## config.mk

```make
export PLATFORM = sky130hd
export DESIGN_NAME = fetch_unit
export DESIGN_NICKNAME = d
export VERILOG_FILES = /design/src/rtl/fetch_unit.sv
export SDC_FILE = /design/constraint.sdc
export NUM_CORES = 1
export LEC_CHECK = 0
export CAP_MARGIN = 10
export CORE_ASPECT_RATIO = 0.7
export CORE_MARGIN = 1.5
export CORE_UTILIZATION = 47
export DETAILED_ROUTE_END_ITERATION = 12
export PLACE_DENSITY = 0.82
export RECOVER_POWER = 50
export SETUP_SLACK_MARGIN = 0.5
export SLEW_MARGIN = 10
export SYNTH_ARGS = -nofsm -noshare
export SYNTH_HDL_FRONTEND = slang
export SYNTH_SLANG_ARGS = --single-unit
```

## constraint.sdc

```tcl
create_clock -name clk -period 3.25 [get_ports clk]
set_input_delay 0.975 -clock clk [delete_from_list [all_inputs] [get_ports clk]]
set_output_delay 0.975 -clock clk [all_outputs]
set_load 0.01 [all_outputs]
```

## src/rtl/fetch_unit.sv

```systemverilog
// fetch_unit -- instruction fetch stage with redirect, stall and misaligned-target trap.
//
// Purpose:
//   Issues one instruction-memory read per cycle at a sequential PC and presents
//   the returned word to decode one cycle later together with its PC. A redirect
//   (jalr or branch/jal) squashes the word in flight and restarts fetch at the
//   effective target. A stall freezes everything decode sees. A misaligned
//   effective target traps the unit until reset.
//
// Ports:
//   clk         in   1   clock, rising edge
//   rst_n       in   1   asynchronous active-low reset
//   pc_ctrl     in   2   00/01 sequential, 10 jalr target, 11 branch/jal target
//   target      in  32   redirect address, used when pc_ctrl[1]=1
//   stall       in   1   freeze fetch and decode-side outputs
//   imem_addr   out 32   fetch address for this cycle
//   imem_en     out  1   instruction memory read enable
//   imem_rdata  in  32   read data, one cycle after imem_en
//   inst        out 32   instruction to decode (NOP_INST when not valid)
//   inst_pc     out 32   PC of inst
//   inst_valid  out  1   inst is a real fetched instruction
//   fetch_fault out  1   sticky misaligned-target fault
//   fault_pc    out 32   offending effective target
module fetch_unit #(
  parameter logic [31:0] RESET_PC = 32'h0000_2000,
  parameter logic [31:0] NOP_INST = 32'h0000_0013
) (
  input  logic        clk,
  input  logic        rst_n,
  input  logic [1:0]  pc_ctrl,
  input  logic [31:0] target,
  input  logic        stall,
  output logic [31:0] imem_addr,
  output logic        imem_en,
  input  logic [31:0] imem_rdata,
  output logic [31:0] inst,
  output logic [31:0] inst_pc,
  output logic        inst_valid,
  output logic        fetch_fault,
  output logic [31:0] fault_pc
);

  typedef enum logic [1:0] {BOOT, RUN, FLUSH, TRAP} state_t;

  state_t      state_q, state_d;
  logic [31:0] pc_q, pc_d;           // address being fetched this cycle
  logic [31:0] ipc_q, ipc_d;         // PC of the word returning this cycle
  logic [31:0] hold_q, hold_d;       // word captured while decode is stalled
  logic        hold_vld_q, hold_vld_d;
  logic        fault_q, fault_d;
  logic [31:0] fault_pc_q, fault_pc_d;

  logic [31:0] eff_target;
  logic        redirect;

  // jalr targets drop bit 0; branch/jal targets are used as given.
  assign eff_target = pc_ctrl[0] ? target : {target[31:1], 1'b0};
  assign redirect   = pc_ctrl[1];

  always_ff @(posedge clk or negedge rst_n) begin
    if (!rst_n) begin
      state_q    <= BOOT;
      pc_q       <= RESET_PC;
      ipc_q      <= 32'h0;
      hold_q     <= 32'h0;
      hold_vld_q <= 1'b0;
      fault_q    <= 1'b0;
      fault_pc_q <= 32'h0;
    end else begin
      state_q    <= state_d;
      pc_q       <= pc_d;
      ipc_q      <= ipc_d;
      hold_q     <= hold_d;
      hold_vld_q <= hold_vld_d;
      fault_q    <= fault_d;
      fault_pc_q <= fault_pc_d;
    end
  end

  always_comb begin
    state_d    = state_q;
    pc_d       = pc_q;
    ipc_d      = ipc_q;
    hold_d     = hold_q;
    hold_vld_d = hold_vld_q;
    fault_d    = fault_q;
    fault_pc_d = fault_pc_q;

    unique case (state_q)
      BOOT: begin
        if (!stall) begin
          state_d = RUN;
          ipc_d   = pc_q;
          pc_d    = pc_q + 32'd4;
        end
      end
      RUN, FLUSH: begin
        if (redirect) begin
          // Redirect beats stall; any held word belongs to the old path.
          hold_vld_d = 1'b0;
          if (eff_target[1:0] != 2'b00) begin
            state_d    = TRAP;
            fault_d    = 1'b1;
            fault_pc_d = eff_target;
          end else begin
            state_d = FLUSH;
            pc_d    = eff_target;
          end
        end else if (stall) begin
          // The word arriving now is not consumed and its fetch is not
          // repeated, so keep it until the stall drops.
          if (state_q == RUN && !hold_vld_q) begin
            hold_d     = imem_rdata;
            hold_vld_d = 1'b1;
          end
        end else begin
          state_d    = RUN;
          ipc_d      = pc_q;
          pc_d       = pc_q + 32'd4;   // wraps modulo 2^32
          hold_vld_d = 1'b0;
        end
      end
      TRAP: begin
      end
      default: state_d = BOOT;
    endcase
  end

  always_comb begin
    imem_en    = 1'b0;
    inst_valid = 1'b0;
    unique case (state_q)
      BOOT:    imem_en = 1'b1;
      FLUSH:   imem_en = 1'b1;
      RUN: begin
        imem_en    = !stall;
        inst_valid = 1'b1;
      end
      default: imem_en = 1'b0;
    endcase
    // While reset is held the state already reads BOOT; keep the memory idle.
    imem_en = imem_en & rst_n;
  end

  assign imem_addr   = pc_q;
  assign inst        = inst_valid ? (hold_vld_q ? hold_q : imem_rdata) : NOP_INST;
  assign inst_pc     = ipc_q;
  assign fetch_fault = fault_q;
  assign fault_pc    = fault_pc_q;

endmodule

```

==> run summary, run 1 <==
### Status
* **outcome** completed

### Global route
* **pin count of the biggest net entering global routing** 83
* **initial antenna violation count** 0
* **wire length of the first global-routing pass** 29,000 um
* **number of global-route vias before repair** 5,605
* **global routing usage summed across all routing layers** 26.3%
* **final global-route overflow total** 0

### Worst setup path
* **critical path class** primary input to register
* **worst endpoint data arrival time** 3170 ps
* **worst endpoint required time** 3550 ps
* **endpoint class of the critical path** register
* **cells along the critical path** dlygate4sd3_1 -> and2_0 -> nor3_2 -> clkbuf_2 -> mux2_2
* **number of cells on the worst reg-to-reg path** 6
* **cell with the biggest individual delay on the critical path** sky130_fd_sc_hd__dlygate4sd3_1
* **element type at the critical path start** primary input
* **slowest stage delay, CP** 590 ps
* **critical path fanouts, max** 18

### Logic synthesis
* **XOR/XNOR Fraction of Synth Area** 0%
* **number of different library cells in the post-synthesis netlist** 52
* **fraction of the yosys area taken by sequential cells** 51.5%
* **warning count from the yosys run** 0
* **async set-or-reset flop fraction in the synthesized netlist** 100%
* **largest family of logic cells by synthesized area** multiplexers
* **cell types with the largest area share after synthesis** sky130_fd_sc_hd__dfrtp_1 51%, sky130_fd_sc_hd__mux2_2 17%, sky130_fd_sc_hd__mux2i_1 5.2%
* **top-area cell type share of the netlist area** 51.1%
* **fraction of the mapped netlist area in adder cells** 0.975%
* **dominant cell by count in the synthesized netlist** sky130_fd_sc_hd__dfrtp_1
* **number of synthesized register bits** 132
* **synthesized area divided by synthesized cell count** 11.5 um2
* **net count after synthesis** 631
* **netlist area before placement** 6410 um2
* **gate count after technology mapping** 557
* **synthesized-area fraction occupied by ao, oa, aoi and oai cells** 8.27%
* **number of enable-type register cells in the synthesized netlist** 0
* **top cells by count, synth** 131 x sky130_fd_sc_hd__dfrtp_1, 94 x sky130_fd_sc_hd__mux2_2, 34 x sky130_fd_sc_hd__nand2_1, 33 x sky130_fd_sc_hd__mux2i_1
* **fraction of synthesized area in multiplexers** 21.7%
* **cell taking the most area after synthesis** sky130_fd_sc_hd__dfrtp_1
* **simple-gate share of the synthesized area** 14.9%
* **dominant register cell in the synthesized netlist** sky130_fd_sc_hd__dfrtp_1

### Timing
* **RSZ-0062 raised after global routing** false
* **final worst-path cycle share** 88.3%
* **number of max-slew violations in the final report** 0
* **min cycle time layout** 2870 ps
* **final hold violation count** 0
* **setup TNS after final layout** 0 ps
* **Max Freq** 0.348 GHz
* **worst setup skew after layout** 6.83 ps
* **pin slew with the least headroom to its limit** 1120 ps
* **total of endpoints with negative setup slack in the final report** 0
* **headroom to the max-slew limit** 25.6%

### Die
* **number of cell rows** 35
* **Die Area** 14,400 um2
* **Die X** 143 um
* **core region area** 13,200 um2
* **starting density of the core** 48.5%
* **# IOs** 200
* **height of the die** 101 um

### Cells and area
* **area occupied by registers** 3310 um2
* **layout cell share with drive strength beyond 1** 25.8%
* **fin area** 9160 um2
* **area of combinational cells with multiple inputs** 2960 um2
* **core occupancy in the finished layout** 69.2%
* **ANT cells** 0
* **number of nets in the final layout** 840
* **Area growth syn-to-layout** 42.8%
* **number of filler instances in the final layout** 993
* **Post-Layout Cell Count** 964

### CTS
* **Skew-Pair Late Insertion Delay** 410 ps
* **Clk pin slew, worst setup/hold paths** 60 ps
* **CTS HTree Levels** 4
* **Sinks on Clock Net** 132
* **Root Driver** sky130_fd_sc_hd__clkbuf_16
* **Max Buffers Root-to-Sink** 2
* **clock tree from TritonCTS** done
* **number of buffers added by the clock tree synthesis step** 17

### Pwr
* **power density of the placed cells** 1040 nW/um2
* **total power** 0.00949 W
* **largest voltage drop on the vdd net** 0.000690 V
* **static leakage** 3.95 nW

### Min path
* **worst hold path class** register to register
* **depth of the worst hold-timing path** 2

### Drt
* **first-pass iteration count of the detailed router** 5
* **Antenna Violating Nets Remaining** 0
* **DRC** 0
* **vias per cell** 5.71
* **starting DRC count in detailed routing** 460
* **final wirelength** 18,500 um
* **routed wire length per instance** 19.2 um
* **via count** 5,508

### Placement
* **DPL Wire Length** 12,800 um
* **Placed Instances** 929
* **Final GP Congestion** 0.898
* **post-detailed-placement cell area** 8710 um2
* **Port-buffer cells** 199

### Run
* **Max-cap violations** 0

final timing paths:
path	end	from	slack [ps]
max in group asynchronous	hold_vld_q	rst_n	790
hold reg to reg	fault_pc[0]	fault_pc[0]	470
setup / recovery	inst_pc[24]	pc_ctrl[1]	380
hold / removal	fault_pc[0]	fault_pc[0]	470
setup reg to reg	inst_pc[29]	state_q[0]	510
min in group asynchronous	hold_q[31]	rst_n	760
routing by layer:
| metal | track usage [%] | vias up | part of all wire [%] |
|---|---|---|---|
| li1 | - | 2451 | - |
| met1 | 34.6 | 2750 | 42 |
| met2 | 41.3 | 258 | 47 |
| met3 | 8.50 | 49 | 8.4 |
| met4 | 9.04 | 0 | 2.8 |
| met5 | 0 | - | 0 |
critical path: cells and delay by family:
family	cells	cell delay (ps)
buf+inv	2	980
mux	1	390
simple gates	2	820
cells in the final DEF (no fill, tap or decap), types with 7 or more instances in the layout:
| master | instances |
|---|---|
| sky130_fd_sc_hd__nand4_1 | 8 |
| sky130_fd_sc_hd__o22ai_1 | 7 |
| sky130_fd_sc_hd__dlygate4sd3_1 | 69 |
| sky130_fd_sc_hd__dfrtp_1 | 130 |
| sky130_fd_sc_hd__nor3_1 | 18 |
| sky130_fd_sc_hd__o21ai_0 | 21 |
| sky130_fd_sc_hd__dlymetal6s2s_1 | 7 |
| sky130_fd_sc_hd__clkbuf_16 | 17 |
| sky130_fd_sc_hd__mux2i_1 | 33 |
| sky130_fd_sc_hd__nand3_1 | 19 |
| sky130_fd_sc_hd__nor2b_1 | 29 |
| sky130_fd_sc_hd__buf_2 | 33 |
| sky130_fd_sc_hd__nand2_1 | 34 |
| sky130_fd_sc_hd__nor2_1 | 21 |
| sky130_fd_sc_hd__mux2_2 | 94 |
| sky130_fd_sc_hd__buf_4 | 17 |
| sky130_fd_sc_hd__a21oi_1 | 29 |
| sky130_fd_sc_hd__clkdlybuf4s50_1 | 62 |
| sky130_fd_sc_hd__dlygate4sd2_1 | 27 |
stage by stage:
stage | hold slack, ps | worst slack [ps]
global placement | 457 | -39.8
CTS | 476 | 311
global route | 500 | 298
floorplan | 480 | 700
detailed placement | 462 | -76.4
finish | 467 | 379
area by class of cell:
class                      count  share of cell area, %
sequential                   132                   36.1
multi-input combinational    384                   32.3
timing repair buffer         225                   22.3
clock buffer                  19                   4.84
tap                          185                   2.53
clock inverter                13                   1.61
inverter                       6                  0.246
flip-flops by register name, indices dropped and copies added (netlist names):
register     count
hold_q          32
fault_pc        32
state_q          2
fetch_fault      1
inst_pc         32
hold_vld_q       1
imem_addr       32
logic make-up after synthesis:
kind of cell             after synthesis
flip-flops                           132
AND/OR/NAND/NOR                      166
AO/OA/AOI/OAI                         86
buffers and inverters                 41
multiplexers                         127
adder cells (fa/ha/maj)                5
report_power, final:
group,leakage (nW),internal [W],switching [W]
clock network,0.277,0.00116,0.000756
logic,2.12,0.00233,0.00213
registers,1.56,0.00243,0.000685
total,3.95,0.00592,0.00357
repair_timing:
item,CTS,global route
hold buffers,0,0
pin swaps,3,2
setup buffers,0,3
endpoints found under the setup margin,34,27
gates resized for setup,167,8
Note: power is estimated with default switching activity, not from simulation.
==> run 2, diff against run 1 <==
Settings changed: GPL_TIMING_DRIVEN from default to 0.
==> run summary, run 2 (synthesis results as in run 1) <==
### Status
* **failing checks** max-capacitance violations, max-slew violations
* **outcome** finished with violations

### Pwr
* **net switching power** 0.00362 W
* **power density of the placed cells** 1050 nW/um2
* **portion of total power attributed to combinational logic** 47.2%
* **largest voltage drop on the vdd net** 0.000600 V
* **switching part of the total power** 37.5%
* **clock group share of total power** 20.9%
* **internal power component** 0.00605 W
* **Flop pwr share** 31.9%
* **static leakage** 4.05 nW

### Drt
* **DRC** 0
* **via count** 5,594
* **Antenna Violating Nets Remaining** 0
* **starting DRC count in detailed routing** 537
* **vias per cell** 5.73
* **final wirelength** 19,900 um
* **first-pass iteration count of the detailed router** 5
* **routed wire length per instance** 20.4 um

### Global route
* **initial antenna violation count** 0
* **wire length of the first global-routing pass** 31,000 um
* **global routing usage summed across all routing layers** 28.6%
* **final global-route overflow total** 0
* **pin count of the biggest net entering global routing** 38
* **number of global-route vias before repair** 5,674

### Die
* **Die Area** 14,400 um2
* **Die X** 143 um
* **number of cell rows** 35
* **starting density of the core** 48.5%
* **core region area** 13,200 um2
* **height of the die** 101 um
* **# IOs** 200

### Placement
* **Final GP Congestion** 0.865
* **dpl ws** -455 ps
* **Placed Instances** 941
* **Port-buffer cells** 198
* **DPL Wire Length** 13,600 um

### CTS
* **Clk pin slew, worst setup/hold paths** 60 ps
* **Max Buffers Root-to-Sink** 2
* **CTS HTree Levels** 4
* **number of hold buffers added after cts** 0
* **number of buffers added by the clock tree synthesis step** 17
* **Sinks on Clock Net** 132
* **clock tree from TritonCTS** done
* **Root Driver** sky130_fd_sc_hd__clkbuf_16
* **Skew-Pair Late Insertion Delay** 420 ps

### Timing
* **pin slew with the least headroom to its limit** 2060 ps
* **headroom to the max-slew limit** -37.2%
* **Max Freq** 0.363 GHz
* **total of endpoints with negative setup slack in the final report** 0
* **number of max-slew violations in the final report** 69
* **final hold violation count** 0
* **RSZ-0062 raised after global routing** true
* **worst setup skew after layout** 8.46 ps
* **min cycle time layout** 2760 ps
* **final worst-path cycle share** 84.8%
* **final worst setup slack** 492 ps

### Cells and area
* **number of filler instances in the final layout** 1,002
* **Post-Layout Cell Count** 976
* **most common library cell in the layout ignoring fill and taps** sky130_fd_sc_hd__dfrtp_1
* **area of combinational cells with multiple inputs** 2960 um2
* **core occupancy in the finished layout** 69.7%
* **number of nets in the final layout** 854
* **layout cell share with drive strength beyond 1** 25.2%
* **ANT cells** 0
* **area occupied by registers** 3300 um2
* **Area growth syn-to-layout** 43.6%
* **most used cells in the layout excluding fill and tap cells** 131 x sky130_fd_sc_hd__dfrtp_1, 93 x sky130_fd_sc_hd__mux2_2, 75 x sky130_fd_sc_hd__clkdlybuf4s50_1

### Worst setup path
* **buffer and inverter count on the worst path** 3
* **worst endpoint required time** 3550 ps
* **termination of the worst setup path** inst_pc[2]
* **worst setup slack for register-to-register paths** 560 ps
* **critical path fanouts, max** 10
* **element type at the critical path start** primary input
* **endpoint of the lowest-slack register-to-register path** inst_pc[2]
* **number of cells on the worst reg-to-reg path** 8
* **worst endpoint data arrival time** 3060 ps
* **cells along the critical path** dlygate4sd3_1 -> and2_2 -> clkbuf_1 -> nor3_2 -> buf_2 -> mux2_2
* **endpoint class of the critical path** register
* **cell with the biggest individual delay on the critical path** sky130_fd_sc_hd__dlygate4sd3_1
* **launching instance or port of the critical path** pc_ctrl[1]
* **slowest stage delay, CP** 570 ps
* **Top Family by Delay on Critical Path** buffers and inverters
* **total stage count of the critical path** 6
* **Critical R2R Launch** state_q[0]
* **critical path class** primary input to register

### Min path
* **worst hold path class** primary input to async pin

### Run
* **Max-cap violations** 2

[run 2: how the worst min path moves through the flow]
stage,start,to,slack (ps),depth (start not counted)
after floorplan,hold_q[25],hold_q[25],480,1
after global placement,fetch_fault,fetch_fault,460,1
after detailed placement,fetch_fault,fetch_fault,470,1
after CTS,rst_n,fault_pc[31],400,1
after global routing,rst_n,imem_addr[19],390,1
final,rst_n,imem_addr[30],390,1
[run 2: final cells by class]
type | count | area share, %
Tap cell | 185 | 2.51
Clock buffer | 21 | 5.00
Buffer | 35 | 2.09
Timing Repair Buffer | 204 | 20.5
Multi-Input combinational cell | 384 | 32.2
Clock inverter | 9 | 1.67
Inverter | 6 | 0.244
Sequential cell | 132 | 35.9
[run 2: through the flow]
step	TNS (ps)	cell area (um2)	hold slack [ps]	power, W
after global placement	-518160	8630	456	0.00765
final	0	9210	394	0.00966
after global routing	0	9210	387	0.0102
after floorplan	0	6410	480	0.00546
after detailed placement	-1670	8660	468	0.00784
after CTS	0	9260	398	0.00981
[run 2: timing repair]
item	CTS	global route
endpoints found under the setup margin	87	97
gates resized for setup	166	34
buffers inserted	0	2
hold endpoints to repair	0	0
cloned	3	0
[run 2: per-layer routing]
| layer | share of wire, % | track usage [%] |
|---|---|---|
| met1 | 43 | 38.8 |
| met2 | 46 | 43.8 |
| met3 | 8.6 | 7.84 |
| met4 | 2.2 | 11.7 |
| met5 | 0 | 0 |
[run 2: power groups by stage]
stage / registers [W] / clock network [W] / logic (W)
floorplan: 0.00320 / 0 / 0.00226
global placement: 0.00303 / 0 / 0.00462
detailed placement: 0.00310 / 0 / 0.00475
CTS: 0.00309 / 0.00204 / 0.00468
global route: 0.00319 / 0.00212 / 0.00489
finish: 0.00308 / 0.00202 / 0.00456
[run 2: worst register-to-register path: cells and delay by family, from the launching register on]
kind	cells	cell delay, ps
AND/OR/NAND/NOR	2	580
flip-flops	1	460
buffers and inverters	4	850
adder cells (fa/ha/maj)	1	300
multiplexers	1	390
==> run 3, diff against run 2 <==
Settings changed: CORE_UTILIZATION 47 to 43, PLACE_DENSITY 0.82 to 0.79.
Clock period 3.25 ns to 2.4 ns, I/O delays scaled along.
==> run summary, run 3 (synthesis results as in run 1) <==
### CTS
* **clock tree from TritonCTS** done
* **CTS HTree Levels** 4
* **Max Buffers Root-to-Sink** 2
* **number of buffers added by the clock tree synthesis step** 17
* **Sinks on Clock Net** 132
* **Skew-Pair Late Insertion Delay** 430 ps
* **Clk pin slew, worst setup/hold paths** 60 ps
* **number of hold buffers added after cts** 0
* **Root Driver** sky130_fd_sc_hd__clkbuf_16

### Cells and area
* **most used cells in the layout excluding fill and tap cells** 106 x sky130_fd_sc_hd__dfrtp_1, 93 x sky130_fd_sc_hd__mux2_2, 78 x sky130_fd_sc_hd__dlymetal6s2s_1
* **area occupied by registers** 3340 um2
* **most common library cell in the layout ignoring fill and taps** sky130_fd_sc_hd__dfrtp_1
* **layout cell share with drive strength beyond 1** 42.8%
* **number of filler instances in the final layout** 930
* **number of nets in the final layout** 924
* **ANT cells** 0
* **area of combinational cells with multiple inputs** 3270 um2
* **Area growth syn-to-layout** 68.5%

### Placement
* **Final GP Congestion** 0.929
* **DPL Wire Length** 13,600 um
* **Port-buffer cells** 198

### Die
* **starting density of the core** 43.8%
* **number of cell rows** 37
* **Die X** 149 um
* **# IOs** 200
* **height of the die** 105 um
* **core region area** 14,600 um2
* **Die Area** 15,700 um2

### Worst setup path
* **critical path class** register to output port
* **worst endpoint data arrival time** 1650 ps
* **worst endpoint required time** 1680 ps
* **critical path fanouts, max** 6
* **endpoint class of the critical path** output port
* **element type at the critical path start** register

### Timing
* **number of max-slew violations in the final report** 0
* **RSZ-0062 raised after global routing** true
* **headroom to the max-slew limit** 4.25%
* **min cycle time layout** 2370 ps
* **total of endpoints with negative setup slack in the final report** 0
* **final worst-path cycle share** 98.7%
* **worst hold-check slack** 152 ps
* **worst setup skew after layout** 8.77 ps
* **pin slew with the least headroom to its limit** 1440 ps
* **Max Freq** 0.422 GHz
* **final hold violation count** 0

### Drt
* **via count** 6,165
* **DRC** 0
* **first-pass iteration count of the detailed router** 5
* **Antenna Violating Nets Remaining** 0
* **routed wire length per instance** 21.9 um
* **final wirelength** 23,200 um
* **starting DRC count in detailed routing** 607
* **vias per cell** 5.83

### Global route
* **final global-route overflow total** 0
* **global routing usage summed across all routing layers** 28.4%
* **wire length of the first global-routing pass** 33,700 um
* **initial antenna violation count** 0
* **number of global-route vias before repair** 6,072
* **pin count of the biggest net entering global routing** 50

### Status
* **outcome** completed

### Min path
* **worst hold path class** primary input to async pin

### Pwr
* **power density of the placed cells** 1400 nW/um2
* **static leakage** 5.27 nW
* **largest voltage drop on the vdd net** 0.000729 V
* **total power** 0.0152 W

### Run
* **Max-cap violations** 0

-- run 3: changes by cell type in the layout (fill, tap and decap cells not counted), sizes merged, moves of 2 or more --
cell / before / now
inv: 6 / 8
clkbuf: 56 / 48
dlygate4sd3: 59 / 0
clkinv: 3 / 5
dlymetal6s2s: 15 / 78
buf: 39 / 123
clkdlybuf4s50: 75 / 56
clkdlybuf4s15: 1 / 5
dlygate4sd2: 15 / 18
-- run 3: worst max-delay path, stage by stage (launching register included) --
cell,delay [ps]
sky130_fd_sc_hd__dfrtp_1,400
sky130_fd_sc_hd__buf_4,160
sky130_fd_sc_hd__ha_1,280
sky130_fd_sc_hd__nor3b_2,210
sky130_fd_sc_hd__buf_2,180
-- run 3: per-stage QoR --
step | area [um2] | worst slack [ps] | setup TNS (ps) | std cells | util [%]
after floorplan | 6530 | 283 | 0 | 557 | -
after global placement | 8750 | -5210 | -642910 | 950 | 59.8
after detailed placement | 8780 | -767 | -36860 | 951 | 60.0
after CTS | 10100 | 49.1 | 0 | 1037 | 69.2
after global routing | 10800 | -31.0 | -51.1 | 1058 | 73.9
final | 10800 | 30.5 | 0 | 1058 | 73.9
-- run 3: power by group --
group	internal, W	total (W)	switching (W)
Sequential	0.00333	0.00407	0.000740
Clock	0.00168	0.00269	0.00101
Combinational	0.00451	0.00839	0.00388
-- run 3: area by class of cell --
| type | instances | area share [%] |
|---|---|---|
| flip-flops and latches | 132 | 30.9 |
| multi-input cells | 384 | 30.3 |
| repair buffers | 274 | 25.8 |
| plain buffers | 35 | 5.01 |
| clock buffers | 19 | 4.19 |
| well taps | 195 | 2.26 |
| clock inverters | 13 | 1.44 |
| inverters | 6 | 0.208 |
-- run 3: per-layer routing --
metal  vias up  wire [um]  track usage [%]
li1       2633          -                -
met2       378      10700             43.0
met3        81       2020             7.38
met1      3073       9740             38.8
met4         0        683             11.6
met5         -          0                0
-- run 3: final timing paths --
| path | startpoint | endpoint | slack [ps] | depth (start not counted) |
|---|---|---|---|---|
| worst max-delay path | state_q[1] | imem_en | 30 | 4 |
| worst min-delay path | rst_n | hold_q[7] | 150 | 1 |
| worst max register to register | state_q[0] | inst_pc[16] | 150 | 9 |
| worst min register to register | fetch_fault | fetch_fault | 480 | 1 |
| max in group asynchronous | rst_n | imem_addr[14] | 500 | 2 |
| min in group clk | fetch_fault | fetch_fault | 480 | 1 |
-- run 3: what timing repair did --
item,in CTS,in global routing
cloned,9,5
resized for setup,296,174
pin swaps,6,6
endpoints found under the setup margin,257,240
buffers inserted,45,16
hold endpoints to repair,0,0
